<file path="config.mk">
export PLATFORM = sky130hd
export DESIGN_NAME = lt100_dma_flat
export DESIGN_NICKNAME = d
export VERILOG_FILES = /design/src/rtl/lt100_dma_if.sv /design/src/rtl/lt100_dma.sv /design/src/flat_wrapper.sv
export SDC_FILE = /design/constraint.sdc
export NUM_CORES = 1
export LEC_CHECK = 0
export CAP_MARGIN = 15
export CORE_MARGIN = 2
export CORE_UTILIZATION = 55
export DETAILED_ROUTE_END_ITERATION = 10
export PLACE_DENSITY = 0.83
export REMOVE_ABC_BUFFERS = 1
export SYNTH_ARGS = -nofsm -noshare
export SYNTH_HDL_FRONTEND = slang
export SYNTH_SLANG_ARGS = --single-unit
</file>
<file path="constraint.sdc">
create_clock -name clk -period 3.95 [get_ports clk]
set_clock_uncertainty 0.1 [all_clocks]
set_input_delay 0.79 -clock clk [delete_from_list [all_inputs] [get_ports clk]]
set_output_delay 0.79 -clock clk [all_outputs]
set_load 0.01 [all_outputs]
</file>
<file path="src/rtl/lt100_dma_if.sv">
`default_nettype none
// ============================================================================
// Module   : lt100_dma_if
// Brief    : LT100 common-bus initiator/target signal bundle.
// Revision : 1.0
// ============================================================================
interface lt100_dma_if #(
    parameter int ADDR_WIDTH = 32,
    parameter int DATA_WIDTH = 32
);
    logic                    m_enable;
    logic                    m_wr_en;
    logic [ADDR_WIDTH-1:0]   m_addr;
    logic [DATA_WIDTH-1:0]   m_o_data;
    logic [DATA_WIDTH/8-1:0] m_be;
    logic                    m_ready;
    logic [DATA_WIDTH-1:0]   m_i_data;
    logic                    m_bus_err;

    modport master (
        output m_enable, m_wr_en, m_addr, m_o_data, m_be,
        input  m_ready, m_i_data, m_bus_err
    );

    modport slave (
        input  m_enable, m_wr_en, m_addr, m_o_data, m_be,
        output m_ready, m_i_data, m_bus_err
    );
endinterface
`default_nettype wire

</file>
<file path="src/rtl/lt100_dma.sv">
`default_nettype none
// ============================================================================
// Module   : lt100_dma
// Brief    : Single-channel word-copy DMA initiator for the LT100 common bus.
// Revision : 1.0
// ============================================================================
module lt100_dma #(
    parameter int ADDR_WIDTH = 32,
    parameter int DATA_WIDTH = 32,
    parameter int LEN_WIDTH  = 16
) (
    input  wire logic                  clk,
    input  wire logic                  rst_n,
    input  wire logic                  start,
    input  wire logic                  abort,
    input  wire logic [ADDR_WIDTH-1:0] src_addr,
    input  wire logic [ADDR_WIDTH-1:0] dst_addr,
    input  wire logic [LEN_WIDTH-1:0]  len_words,
    output logic                       busy,
    output logic                       done,
    output logic                       err,
    output logic [LEN_WIDTH-1:0]       words_left,
    lt100_dma_if.master                bus
);

    localparam int                      c_bytes   = DATA_WIDTH / 8;
    localparam logic [ADDR_WIDTH-1:0]   c_step    = ADDR_WIDTH'(c_bytes);
    localparam logic [c_bytes-1:0]      c_be_all  = '1;
    localparam logic [LEN_WIDTH-1:0]    c_len_one = LEN_WIDTH'(1);

    typedef enum logic [2:0] {
        S_IDLE   = 3'd0,
        S_RD_REQ = 3'd1,
        S_RD_GAP = 3'd2,
        S_WR_REQ = 3'd3,
        S_WR_GAP = 3'd4,
        S_FIN    = 3'd5
    } state_t;

    state_t                r_state;
    logic [ADDR_WIDTH-1:0] r_src_ptr;
    logic [ADDR_WIDTH-1:0] r_dst_ptr;
    logic [DATA_WIDTH-1:0] r_data;
    logic                  r_abort_pend;
    logic                  r_fail;
    logic                  w_stop;

    // An abort arriving in the very cycle the write gap closes still counts.
    assign w_stop = r_fail || (words_left == '0) || r_abort_pend || abort;

    always_ff @(posedge clk or negedge rst_n) begin
        if (!rst_n) begin
            r_state      <= S_IDLE;
            r_src_ptr    <= '0;
            r_dst_ptr    <= '0;
            r_data       <= '0;
            r_abort_pend <= 1'b0;
            r_fail       <= 1'b0;
            busy         <= 1'b0;
            done         <= 1'b0;
            err          <= 1'b0;
            words_left   <= '0;
            bus.m_enable <= 1'b0;
            bus.m_wr_en  <= 1'b0;
            bus.m_addr   <= '0;
            bus.m_o_data <= '0;
            bus.m_be     <= '0;
        end else begin
            done <= 1'b0;
            if ((r_state != S_IDLE) && abort) begin
                r_abort_pend <= 1'b1;
            end

            case (r_state)
                S_IDLE: begin
                    if (start) begin
                        r_src_ptr    <= src_addr;
                        r_dst_ptr    <= dst_addr;
                        words_left   <= len_words;
                        err          <= 1'b0;
                        busy         <= 1'b1;
                        r_abort_pend <= 1'b0;
                        r_fail       <= 1'b0;
                        if (len_words == '0) begin
                            r_state <= S_FIN;
                        end else begin
                            bus.m_enable <= 1'b1;
                            bus.m_wr_en  <= 1'b0;
                            bus.m_addr   <= src_addr;
                            bus.m_be     <= c_be_all;
                            r_state      <= S_RD_REQ;
                        end
                    end
                end

                S_RD_REQ: begin
                    if (bus.m_ready) begin
                        r_data       <= bus.m_i_data;
                        bus.m_enable <= 1'b0;
                        bus.m_be     <= '0;
                        if (bus.m_bus_err) begin
                            err    <= 1'b1;
                            r_fail <= 1'b1;
                        end
                        r_state <= S_RD_GAP;
                    end
                end

                S_RD_GAP: begin
                    if (!bus.m_ready) begin
                        if (r_fail) begin
                            r_state <= S_FIN;
                        end else begin
                            bus.m_enable <= 1'b1;
                            bus.m_wr_en  <= 1'b1;
                            bus.m_addr   <= r_dst_ptr;
                            bus.m_o_data <= r_data;
                            bus.m_be     <= c_be_all;
                            r_state      <= S_WR_REQ;
                        end
                    end
                end

                S_WR_REQ: begin
                    if (bus.m_ready) begin
                        bus.m_enable <= 1'b0;
                        bus.m_wr_en  <= 1'b0;
                        bus.m_be     <= '0;
                        if (bus.m_bus_err) begin
                            // Count and pointers stay at the failing word.
                            err    <= 1'b1;
                            r_fail <= 1'b1;
                        end else begin
                            r_src_ptr  <= r_src_ptr + c_step;
                            r_dst_ptr  <= r_dst_ptr + c_step;
                            words_left <= words_left - c_len_one;
                        end
                        r_state <= S_WR_GAP;
                    end
                end

                S_WR_GAP: begin
                    if (!bus.m_ready) begin
                        if (w_stop) begin
                            r_state <= S_FIN;
                        end else begin
                            bus.m_enable <= 1'b1;
                            bus.m_wr_en  <= 1'b0;
                            bus.m_addr   <= r_src_ptr;
                            bus.m_be     <= c_be_all;
                            r_state      <= S_RD_REQ;
                        end
                    end
                end

                S_FIN: begin
                    done    <= 1'b1;
                    busy    <= 1'b0;
                    r_state <= S_IDLE;
                end

                default: begin
                    r_state <= S_IDLE;
                end
            endcase
        end
    end

endmodule
`default_nettype wire

</file>
<file path="src/flat_wrapper.sv">
// flat-port wrapper written by rule: the top's interface ports become plain ports
module lt100_dma_flat 
#(
    parameter int ADDR_WIDTH = 32,
    parameter int DATA_WIDTH = 32,
    parameter int LEN_WIDTH  = 16
)
  (clk, rst_n, start, abort, src_addr, dst_addr, len_words, busy, done, err, words_left, bus_m_enable, bus_m_wr_en, bus_m_addr, bus_m_o_data, bus_m_be, bus_m_ready, bus_m_i_data, bus_m_bus_err);
  lt100_dma_if #(.ADDR_WIDTH(ADDR_WIDTH), .DATA_WIDTH(DATA_WIDTH)) bus_i ();
  input  wire logic clk;
  input  wire logic rst_n;
  input  wire logic start;
  input  wire logic abort;
  input  wire logic [ADDR_WIDTH-1:0] src_addr;
  input  wire logic [ADDR_WIDTH-1:0] dst_addr;
  input  wire logic [LEN_WIDTH-1:0] len_words;
  output logic busy;
  output logic done;
  output logic err;
  output logic [LEN_WIDTH-1:0] words_left;
  output wire logic [$bits(bus_i.m_enable)-1:0] bus_m_enable;
  output wire logic [$bits(bus_i.m_wr_en)-1:0] bus_m_wr_en;
  output wire logic [$bits(bus_i.m_addr)-1:0] bus_m_addr;
  output wire logic [$bits(bus_i.m_o_data)-1:0] bus_m_o_data;
  output wire logic [$bits(bus_i.m_be)-1:0] bus_m_be;
  input wire logic [$bits(bus_i.m_ready)-1:0] bus_m_ready;
  input wire logic [$bits(bus_i.m_i_data)-1:0] bus_m_i_data;
  input wire logic [$bits(bus_i.m_bus_err)-1:0] bus_m_bus_err;
  assign bus_m_enable = bus_i.m_enable;
  assign bus_m_wr_en = bus_i.m_wr_en;
  assign bus_m_addr = bus_i.m_addr;
  assign bus_m_o_data = bus_i.m_o_data;
  assign bus_m_be = bus_i.m_be;
  assign bus_i.m_ready = bus_m_ready;
  assign bus_i.m_i_data = bus_m_i_data;
  assign bus_i.m_bus_err = bus_m_bus_err;
  lt100_dma #(.ADDR_WIDTH(ADDR_WIDTH), .DATA_WIDTH(DATA_WIDTH), .LEN_WIDTH(LEN_WIDTH)) u_core (.clk(clk), .rst_n(rst_n), .start(start), .abort(abort), .src_addr(src_addr), .dst_addr(dst_addr), .len_words(len_words), .busy(busy), .done(done), .err(err), .words_left(words_left), .bus(bus_i));
endmodule
</file>
=== Word-level counts from Yosys, hierarchy flattened ===
Index checks and enable logic that the tools add are counted.

* Register bits: 189
* Bits of input ports: 118

* Add/sub/neg operators: 3
* Equal/unequal tests: 16
* Multiplexer cells: 59
* Bitwise operators: 2
* Reduce and logical (&&, ||, !) cells: 24

{| class="wikitable"
|+ Operators with widths
! cell !! count
|-
| 32-bit two-way mux || 12
|-
| 32-bit case mux with 2 select lines || 2
|-
| 32-bit case mux with 3 select lines || 1
|-
| 32-bit by 3-bit adder with 32-bit output, second input constant || 2
|-
| 16-bit two-way mux || 3
|-
| 16-bit logical NOT || 2
|-
| 16-bit case mux with 2 select lines || 1
|-
| 4-bit two-way mux || 7
|-
| 3-bit two-way mux || 8
|-
| 1-bit two-way mux || 19
|-
| 2-bit inequality test, second input constant || 9
|-
| 4-bit case mux with 4 select lines || 1
|-
| 8-bit AND reduction || 2
|-
| 16-bit by 1-bit subtractor with 16-bit output, second input constant || 1
|-
| 3-bit case mux with 5 select lines || 1
|-
| 1-bit case mux with 4 select lines || 2
|-
| 4-bit AND reduction || 2
|-
| 4-bit nonzero test || 2
|-
| 7-bit AND reduction || 1
|-
| 3-bit by 2-bit == test with 1-bit output, second input constant || 2
|-
| 3-bit == test, second input constant || 2
|-
| 2-bit nonzero test || 3
|-
| 3-bit nonzero test || 2
|-
| 5-bit AND reduction || 1
|-
| other kinds (10) || 16
|}

=== Logic depth before layout (Yosys ltp) ===
* Depth after elaboration: 7
* Gate-level depth with buffers: 10
* Depth with buffers taken out: 8

=== Worst setup path before layout ===
Ideal clock, no wire load.

* Path type: register to register
* From: reg u_core.words_left[0]
* To: reg u_core.bus.m_addr[21]
* Data arrival time: 2.060 ns
* Path slack: 1.660 ns
* Cell stages (with the launch flop): 11
* Cell sequence: dfrtp_1 inv_1 ha_1 or3b_1 nand3b_1 nor3_1 nor4_1 buf_2 buf_2 nor2_1 a31oi_1

* Cells in the longest elaborated chain, start to end: 6

{| class="wikitable"
|+ RTL lines
! what !! RTL line !! RTL
|-
| start, declared || lt100_dma.sv:22 || <nowiki>output logic [LEN_WIDTH-1:0] words_left,</nowiki>
|-
| start signal, assigned || lt100_dma.sv:79 || <nowiki>words_left <= len_words;</nowiki>
|-
| start signal, assigned || lt100_dma.sv:136 || <nowiki>words_left <= words_left - c_len_one;</nowiki>
|-
| 16-bit logical NOT || lt100_dma.sv:49 || <nowiki>assign w_stop = r_fail || (words_left == '0) || r_abort_pend || abort;</nowiki>
|-
| 1-bit logical OR (3 in a row) || lt100_dma.sv:49 ||
|-
| 2-bit inequality test (no source line) || -- ||
|-
| 7-bit AND reduction (no source line) || -- ||
|-
| end signal, assigned || lt100_dma.sv:89 || <nowiki>bus.m_addr <= src_addr;</nowiki>
|-
| end signal, assigned || lt100_dma.sv:116 || <nowiki>bus.m_addr <= r_dst_ptr;</nowiki>
|-
| end signal, assigned || lt100_dma.sv:149 || <nowiki>bus.m_addr <= r_src_ptr;</nowiki>
|-
| end, declared || lt100_dma_if.sv:21 || <nowiki>output m_enable, m_wr_en, m_addr, m_o_data, m_be,</nowiki>
|}

Every way passes these cells.
A chain may end at the register's enable or synchronous reset.

=== Worst setup path after layout ===
* From: reg u_core.r_state[1]
* To: reg u_core.words_left[11]

* Cells in the longest elaborated chain, start to end: 3
* Elaborated cells on any way between the ends: 8
* Classes of those cells: 4 x eq/ne; 1 x mux; 3 x reduce/logical

{| class="wikitable"
|+ RTL lines
! what !! RTL line !! RTL
|-
| start, declared || lt100_dma.sv:40 || <nowiki>state_t r_state;</nowiki>
|-
| start signal, assigned || lt100_dma.sv:53 || <nowiki>r_state <= S_IDLE;</nowiki>
|-
| start signal, assigned || lt100_dma.sv:85 || <nowiki>r_state <= S_FIN;</nowiki>
|-
| start signal, assigned || lt100_dma.sv:91 || <nowiki>r_state <= S_RD_REQ;</nowiki>
|-
| 3-bit by 2-bit == test with 1-bit output / 3-bit logical NOT (equally long branches) || lt100_dma.sv:74 || <nowiki>case (r_state)</nowiki>
|-
| 2-bit inequality test (no source line) / 2-bit nonzero test (equally long branches) || -- ||
|-
| 4-bit AND reduction (no source line) || -- ||
|}

Parallel ways exist; a longest one is shown, timed or not.

==> key figures <==
Synthesis
  • Synth area leader: dfrtp_1
  • EDFF count, synth: 0
  • Synthesized instance count: 990
  • Predominant post-synthesis flop cell: dfrtp_1
  • Post-synth top cells: dfrtp_1, nand2_1, a21oi_1
  • Top-area cell type share of the netlist area: 0.496
  • Register area share after synthesis: 0.496
  • Cell area after synthesis: 0.00933 sq mm
  • #FFs+latches synth: between 150 and 200
  • Most common cell in the synthesized netlist: dfrtp_1
  • Synth unique cells: 59
  • Top post-synthesis cells by area: dfrtp_1, mux2_2, a21oi_1
  • Average size of a mapped cell: 9.43 sq um
  • Post-synth ARST share: 1.00
  • Syn. warnings: 0

Worst setup path
  • Startpoint Class: register
  • Worst path slowest cell: dfrtp_1
  • Crit-path cells: nor2b_1 > nand2_2 > buf_4 > nor4_1 > a21oi_1 > o21ai_0
  • Crit-path max cell delay: approximately 0.71 ns
  • WP data required: 4.20 ns
  • Setup CP Type: register to register
  • Arr. time, crit path: between 3 and 4 ns
  • Crit-path max FO: 47
  • Worst setup EP type: register

Pwr
  • Net Sw Power: 0.00409 W
  • Sequential group share of total power: 0.374
  • Power Internal: 0.00594 W
  • P per Cell Area: a little over 800 mW/mm^2
  • Combinational power share: 0.452
  • Max VDD drop: 0.380 mV
  • Leakage: 4.86 nW
  • Switching share of power: 0.408
  • Clock power frac: 0.174
  • Total chip power: approximately 0.010 W

Place
  • Place WS: 0.967 ns
  • IO Port Bufs: between 200 and 250
  • Post-DP HPWL: 18,000 um
  • GP Congestion: 0.916

Clocking
  • CTS Buf Count: 17
  • Post-cts resize count: 0
  • Clk pin slew, worst setup/hold paths: around 0.070 ns
  • Post-CTS Setup Inserts: 0
  • Longest Clk Path Bufs: 2
  • Hold-fix buffers, CTS: 0
  • Clock Latency Late Sink: roughly 0.43 ns
  • CTS tree: built
  • Clock Sinks: about 190
  • Root buffer cell: clkbuf_16
  • Htree depth: 4

Global route
  • Gr usage total: 0.287
  • Initial antenna violation count: 1
  • First-pass GRT wire length: 41,300 um
  • Vias in the first global route: 8,223
  • Grt ovf: 0
  • Largest net degree at the start of global routing: 96

STA
  • RSZ-0062 raised after global routing: false
  • Tightest Pin Transition: 0.860 ns
  • Fin crit period: 2.97 ns
  • Final setup viols: 0
  • Post-route setup slack: 0.983 ns
  • Hold_ws: 0.344 ns
  • Slew HR: 0.427
  • Crit share post-route: 0.751
  • Peak Freq: 337 MHz
  • Setup TNS: 0 ns
  • Final Hold Fails: 0
  • Final Max Tran Viols: 0

Floorplan
  • Die X-Extent: roughly 130 um
  • Core area: between 0.015 and 0.02 sq mm
  • Die Y: 134 um
  • I/O pins: 207
  • Initial Utilization: 0.563
  • Die Footprint: 0.0180 sq mm
  • Row count: 47

Final layout
  • Fraction of layout cells with a size suffix above 1: 0.115
  • P&R area growth vs syn: 30.1%
  • Final nets: 1,277
  • FF+latch area: 0.00463 sq mm
  • Filler Cells Inserted: 1,239
  • Multi-input logic area: 0.00434 sq mm

Route
  • Post-DR wirelength/cell: 18.6 um
  • ANT nets after route: 0
  • Initial DRC count: 659
  • Via/cell ratio: slightly above 6
  • Remaining DRCs: 0
  • Via count: 8,512
  • Drt total wl: between 20,000 and 30,000 um
  • Drt pass-1 iters: 5

Worst hold path
  • Worst min path class: primary input to async pin

Run
  • # Max-Cap Violations: 0

Status
  • Status: complete, no violations
flip-flops by register name (all words and copies together), names as in the netlist:
name	cells
u_core.err	1
u_core.bus.m_o_data	32
u_core.r_src_ptr	32
u_core.done	1
u_core.bus.m_be	1
u_core.bus.m_addr	32
u_core.words_left	16
u_core.r_data	32
u_core.r_abort_pend	1
u_core.busy	1
u_core.r_state	3
u_core.bus.m_wr_en	1
u_core.r_dst_ptr	32
final cells by class:
cell class	instances	area share
clock inverter	15	0.0152
sequential	185	0.381
multi-input combinational	712	0.358
inverter	16	0.00494
tap	220	0.0227
clock buffer	17	0.0350
antenna	2	0.000412
timing repair buffer	224	0.183
cells by family after synthesis:
group | share of synthesized area
adder cells (fa/ha/maj) | 0.00402
AND/OR/NAND/NOR | 0.158
XOR/XNOR | 0.00188
buffers and inverters | 0.0430
flip-flops | 0.496
multiplexers | 0.0863
AO/OA/AOI/OAI | 0.210
routing by layer:
metal	GRT usage	part of all wire	vias up
met5	0	0	-
met3	0.0488	0.076	53
met1	0.392	0.43	4101
met4	0.109	0.028	0
met2	0.462	0.47	389
li1	-	-	3969
power groups by stage:
stage	sequential, W	combinational, W	clock (W)
2_1_floorplan	0.00374	0.00251	0
3_3_place_gp	0.00371	0.00437	0
3_5_place_dp	0.00375	0.00451	0
4_1_cts	0.00373	0.00454	0.00176
5_1_grt	0.00388	0.00497	0.00184
6_report	0.00375	0.00454	0.00174
worst paths after layout:
check,from,to,slack [ns],cells past startpoint
max,u_core.r_state[1],u_core.words_left[11],0.98,6
min,rst_n,u_core.bus.m_o_data[17],0.34,1
max reg2reg,u_core.r_state[1],u_core.words_left[11],0.98,6
min reg2reg,u_core.r_data[11],u_core.r_data[11],0.39,1
max in group asynchronous,rst_n,u_core.r_src_ptr[25],2.55,2
min in group clk,u_core.r_data[11],u_core.r_data[11],0.39,1
critical path, delay by kind of cell, from the launching register on:
kind / cells / cell delay [ns]
buffers and inverters: 1 / 0.50
AOI/OAI and AO/OA: 2 / 0.28
DFF: 1 / 0.71
and+or+nand+nor: 3 / 1.28
metrics by stage:
step,utilization,area [sq um],cells
finish,0.733,12100,1391
global route,0.732,12100,1390
CTS,0.732,12100,1389
detailed placement,0.695,11500,1357
global placement,0.695,11500,1357
floorplan,-,8990,913
layout by cell type, fill, tap and decap left out, types with 12 or more instances in the layout:
cell type,synthesis,routed
nand2_1,103,102
o21ai_0,81,81
nand3_1,35,35
clkdlybuf4s50_1,0,205
a31oi_1,39,39
mux2_2,62,62
inv_1,16,16
a21oi_1,98,97
o22ai_1,23,23
dfrtp_1,185,185
clkbuf_16,0,17
nor2_1,94,93
nor4_1,13,12
a22oi_1,37,37
buf_4,6,16
(Power assumes the default switching activity.)
